<file path="src/rtl/ce_scheduler.sv">
// ce_scheduler: per-channel clock-enable dividers feeding a round-robin arbiter that drives a one-hot o_ce strobe.
// Latency: a tick (cnt==0) shows in o_pend next cycle; the earliest o_ce follows one cycle later (2 cycles minimum).
// Backpressure: none; a tick on a still-pending channel merges into the flag. With CE_SCHED_OVF_EN defined it also sets sticky o_ovf.
module ce_scheduler #(
  parameter int NCH   = 4,
  parameter int WIDTH = 32,
  parameter int CHW   = $clog2(NCH)
) (
  input  logic             i_clk,
  input  logic             i_rst,
  input  logic             i_wr_en,
  input  logic [CHW-1:0]   i_wr_ch,
  input  logic [WIDTH-1:0] i_wr_div,
  input  logic [NCH-1:0]   i_ch_en,
  output logic [NCH-1:0]   o_ce,
  output logic [NCH-1:0]   o_pend,
  output logic [NCH-1:0]   o_ovf
);

  logic [WIDTH-1:0] div_reg [NCH];
  logic [WIDTH-1:0] cnt     [NCH];
  logic [WIDTH-1:0] cnt_nxt [NCH];
  logic [NCH-1:0]   wr_hit;
  logic [NCH-1:0]   tick;
  logic [NCH-1:0]   req;
  logic [NCH-1:0]   grant;
  logic [NCH-1:0]   pend_nxt;
  logic [CHW-1:0]   last;
  logic [CHW-1:0]   gidx;
  logic             gvld;

  // Decode the config write; derive each channel's tick and next counter value (write beats run/idle).
  always_comb begin
    wr_hit = '0;
    tick   = '0;
    for (int c = 0; c < NCH; c++) begin
      cnt_nxt[c] = cnt[c];
      wr_hit[c]  = i_wr_en && (i_wr_ch == CHW'(c));
      tick[c]    = i_ch_en[c] && (cnt[c] == '0) && !wr_hit[c];
      if (wr_hit[c])
        cnt_nxt[c] = i_wr_div;
      else if (!i_ch_en[c] || (cnt[c] == '0))
        cnt_nxt[c] = div_reg[c];
      else
        cnt_nxt[c] = cnt[c] - WIDTH'(1);
    end
  end

  // Round-robin pick: the lowest requester above last wins, otherwise the lowest overall (wrap).
  // A channel that is disabled or being written this cycle cannot be granted; its flag is dropped instead.
  always_comb begin
    req   = o_pend & i_ch_en & ~wr_hit;
    gvld  = 1'b0;
    gidx  = last;
    grant = '0;
    for (int c = NCH - 1; c >= 0; c--) begin
      if (req[c]) begin
        gvld = 1'b1;
        gidx = CHW'(c);
      end
    end
    for (int c = NCH - 1; c >= 0; c--) begin
      if (req[c] && (CHW'(c) > last))
        gidx = CHW'(c);
    end
    for (int c = 0; c < NCH; c++)
      grant[c] = gvld && (gidx == CHW'(c));
  end

  // Pending flags: cleared by a write or disable; a new tick outranks a grant, so a tick in the grant cycle stays queued.
  always_comb begin
    pend_nxt = o_pend;
    for (int c = 0; c < NCH; c++) begin
      if (wr_hit[c] || !i_ch_en[c])
        pend_nxt[c] = 1'b0;
      else if (tick[c])
        pend_nxt[c] = 1'b1;
      else if (grant[c])
        pend_nxt[c] = 1'b0;
    end
  end

  // Register dividers, counters, pending flags, the strobe and the round-robin pointer.
  always_ff @(posedge i_clk) begin
    if (i_rst) begin
      for (int c = 0; c < NCH; c++) begin
        div_reg[c] <= '0;
        cnt[c]     <= '0;
      end
      o_pend <= '0;
      o_ce   <= '0;
      last   <= CHW'(NCH - 1);
    end else begin
      for (int c = 0; c < NCH; c++) begin
        if (wr_hit[c])
          div_reg[c] <= i_wr_div;
        cnt[c] <= cnt_nxt[c];
      end
      o_pend <= pend_nxt;
      o_ce   <= grant;
      if (gvld)
        last <= gidx;
    end
  end

`ifdef CE_SCHED_OVF_EN
  logic [NCH-1:0] ovf_q;

  // Sticky flag for a tick that lands on a pending flag that is not drained in the same cycle.
  always_ff @(posedge i_clk) begin
    if (i_rst) begin
      ovf_q <= '0;
    end else begin
      for (int c = 0; c < NCH; c++) begin
        if (wr_hit[c])
          ovf_q[c] <= 1'b0;
        else if (tick[c] && o_pend[c] && !grant[c])
          ovf_q[c] <= 1'b1;
      end
    end
  end

  assign o_ovf = ovf_q;
`else
  assign o_ovf = '0;
`endif

endmodule
</file>
<file path="config.mk">
export PLATFORM = sky130hd
export DESIGN_NAME = ce_scheduler
export DESIGN_NICKNAME = d
export VERILOG_FILES = /design/src/rtl/ce_scheduler.sv
export SDC_FILE = /design/constraint.sdc
export NUM_CORES = 1
export LEC_CHECK = 0
export CORE_MARGIN = 3
export CORE_UTILIZATION = 55
export CTS_CLUSTER_DIAMETER = 200
export DETAILED_ROUTE_END_ITERATION = 16
export PLACE_DENSITY = 0.76
export SLEW_MARGIN = 5
export SYNTH_ARGS = -nofsm -noshare
export SYNTH_HDL_FRONTEND = slang
export SYNTH_SLANG_ARGS = --single-unit
</file>
<file path="constraint.sdc">
create_clock -name i_clk -period 3.2 [get_ports i_clk]
set_input_delay 0.64 -clock i_clk [delete_from_list [all_inputs] [get_ports i_clk]]
set_output_delay 0.64 -clock i_clk [all_outputs]
set_load 0.005 [all_outputs]
</file>
==> results.yml <==
critical_path:
  cp.arrival_ns: 3.23
  path_cells: "or4_1, or3_4, or4_4, o21ai_4, buf_12, nor3_1, a311o_1"
  r2r_start: "cnt[2][10]$_SDFF_PP0_"
  crit_slowest_cell: "or4_4"
  worst-r2r-cell-count: 7
  critical_path_class: "flop to flop"
  cp_slowest_stage_delay_ns: 0.57
  crit_required_ns: 3.62
  crit_fanout: 42
  cp-start-kind: "flop"
  ff2ff_setup_slack_ns: 0.39
  r2r-end: "cnt[2][10]$_SDFF_PP0_"
  endpoint_kind: "flop"
final_layout:
  final_common_cell: "dfxtp_1"
  drive_gt1_share_pct: 8.98
  seq_area_um2: 6610
  fillCellCount: 1731
  nets: 1275
  multi_input_area_um2: 5350
  fin_cells: 1527
  diodes: 0
  design_area_um2: 14300
  area_growth_pct: 16.1
  final_core_util_pct: 65.1
  layout_common_cells: "138 x dfxtp_1, 130 x and2_1, 128 x edfxtp_1"
global_route:
  grt_start_max_net_pins: 53
  antenna_found_initial: 3
  track_usage_pct: 25.7
  grt_pass1_wl_mm: 49.4
  grt-ovfl-total: 0
  grt_pass1_vias: 9007
clock_tree:
  cts_max_level: 1
  clock-sinks: 266
  clk_pin_slew_ns: 0.06
  root_buffer: "clkbuf_16"
  cts_hold_buffers: 0
  clockBufferDepth: 3
  clkLatencyLatePin_ns: 0.53
  cts_tree: "built"
  post_cts_resized: 0
  cts_setup_buffers: 0
  cts_buffers: 28
placed_design:
  hpwl_mm: 20.9
  dp_cells: 1476
  post_dp_cell_area_um2: 13200
  port_buffers: 48
  gp_congestion: 0.896
logic_synthesis:
  synth_seq_cells: 266
  ys_types: 57
  synth-seq-area-share_pct: 53.8
  synth_flop_cell: "dfxtp_1"
  synth_cells: 1174
  avgSynthCellArea_um2: 10.5
  ys_warn_count: 0
  synth_edf_count: 128
  syn-cell-area_um2: 12300
  async_flop_share_pct: 0
timing:
  final-setup-viol-count: 0
  period_needed_ns: 2.81
  rsz0062_at_grt: "false"
  relSlewSlack_pct: 48.7
  post-route-period-util_pct: 87.8
  fin_tns_setup_ns: 0
  skew_ns: 0.00990
  slew_viol_final: 0
  report.final.hold_viol_count: 0
  worst_pin_slew_ns: 0.768
  max_freq_mhz: 356
routing:
  vias_per_cell: 6.14
  drc: 0
  firstDrtPassIters: 5
  drtIter0Drc: 711
  drt-total-wl_mm: 31.7
  wire_per_inst_um: 20.8
  vias: 9373
  antenna_left: 0
floorplan:
  core_area_um2: 21900
  placementRows: 54
  die-area_um2: 24100
  die_h_um: 155
  io_pins: 53
  start_util_pct: 56.1
  fp.dieW_um: 155
hold_path:
  holdPathStages: 2
  min_to: "cnt[1][9]$_SDFF_PP0_"
  hold_path.class: "flop to flop"
  min_from: "div_reg[1][9]$_SDFFCE_PN0P_"
power_and_ir_drop:
  p_total_mw: 9.08
  power.leakage_nw: 5.14
  power_density_nw_per_um2: 637
  ir_drop_uv: 494
run_status:
  outcome: "finished, final reports clean"
job:
  maxCapViolCount: 0
cells by family (layout without fill, tap and decap cells):
logic type / Yosys count / in the layout / share of synthesized area (%)
AND/OR/NAND/NOR: 454 / 454 / 20.5
adder cells (fa/ha/maj): 8 / 8 / 0.816
buffers and inverters: 85 / 155 / 2.96
other: 1 / 4 / 0.0306
AO/OA/AOI/OAI: 253 / 253 / 14.1
XOR/XNOR: 102 / 102 / 7.28
multiplexers: 5 / 5 / 0.408
flip-flops: 266 / 266 / 53.8
worst max path at each step:
stage                                startpoint                endpoint  slack, ns
after detailed placement                i_wr_en  o_pend[2]$_SDFFE_PP0P_       0.27
after global routing      cnt[3][24]$_SDFF_PP0_   cnt[3][30]$_SDFF_PP0_       0.24
final                     cnt[2][10]$_SDFF_PP0_   cnt[2][10]$_SDFF_PP0_       0.39
after CTS                 cnt[2][10]$_SDFF_PP0_    cnt[2][3]$_SDFF_PP0_       0.40
after floorplan                      i_wr_ch[0]   cnt[1][12]$_SDFF_PP0_       0.05
after global placement                  i_wr_en  o_pend[2]$_SDFFE_PP0P_       0.31
Yosys cell counts, types with 2 or more instances:
library cell	n	area share [%]
edfxtp_1	128	31
o221ai_1	2	0.14
dfxtp_1	138	23
a21o_1	8	0.49
or4_1	14	0.86
mux2i_1	5	0.41
o21ai_0	59	2.4
a311o_1	37	3.0
ha_1	8	0.82
nand2_1	49	1.5
o21ai_1	4	0.16
buf_6	2	0.18
a21oi_1	47	1.9
and2_1	130	6.6
nor2b_1	6	0.31
clkbuf_1	53	1.6
xor2_1	39	2.8
nand3_1	21	0.86
o21bai_1	18	1.1
nor3_1	67	2.7
nand4_1	7	0.36
nor2_1	64	2.0
a31oi_1	31	1.6
or2_2	7	0.36
and3_1	3	0.15
a211oi_1	7	0.43
buf_4	6	0.37
xnor2_1	63	4.5
o31ai_1	11	0.67
o22ai_1	2	0.10
nand4b_1	3	0.21
nor3b_1	6	0.37
or3_1	18	0.92
nand2b_1	8	0.41
a221o_1	13	1.1
inv_1	18	0.55
nand3b_1	6	0.37
buf_2	5	0.20
o41ai_1	3	0.21
or3b_2	3	0.21
nor4_2	2	0.20
a31o_2	2	0.14
nor4_1	37	1.9
cell type report:
class | count | share of cell area [%]
sequential | 266 | 46.4
multi-input combinational | 826 | 37.5
timing repair buffer | 86 | 5.64
clock buffer | 32 | 5.38
tap | 280 | 2.46
clock inverter | 19 | 2.19
inverter | 18 | 0.474
per-stage QoR:
stage	setup WS, ns	hold WS, ns
4_1_cts	0.399	0.461
3_5_place_dp	0.269	0.448
3_3_place_gp	0.311	0.437
5_1_grt	0.243	0.479
2_1_floorplan	0.0463	0.429
6_report	0.392	0.457
per-layer routing:
layer	up-vias	global-route usage, %	part of all wire (%)
met5	-	0	0
li1	4452	-	-
met4	0	9.21	3.9
met2	295	41.7	47
met1	4554	35.5	43
met3	72	3.76	6.3
power breakdown:
| part | switching (mW) | internal (mW) | total (mW) | leakage [nW] |
|---|---|---|---|---|
| sequential | 0.204 | 3.86 | 4.06 | 2.40 |
| clock | 1.38 | 2.36 | 3.74 | 0.518 |
| combinational | 0.740 | 0.534 | 1.27 | 2.23 |
| total | 2.32 | 6.76 | 9.08 | 5.14 |
worst max-delay path, delay by kind of cell, from the launching register on:
| family | cells | cell delay [ns] |
|---|---|---|
| and+or+nand+nor | 4 | 1.57 |
| AOI/OAI and AO/OA | 2 | 0.55 |
| buffers and inverters | 1 | 0.23 |
| DFF | 1 | 0.33 |
No activity file was read; power rests on OpenSTA's default activity.
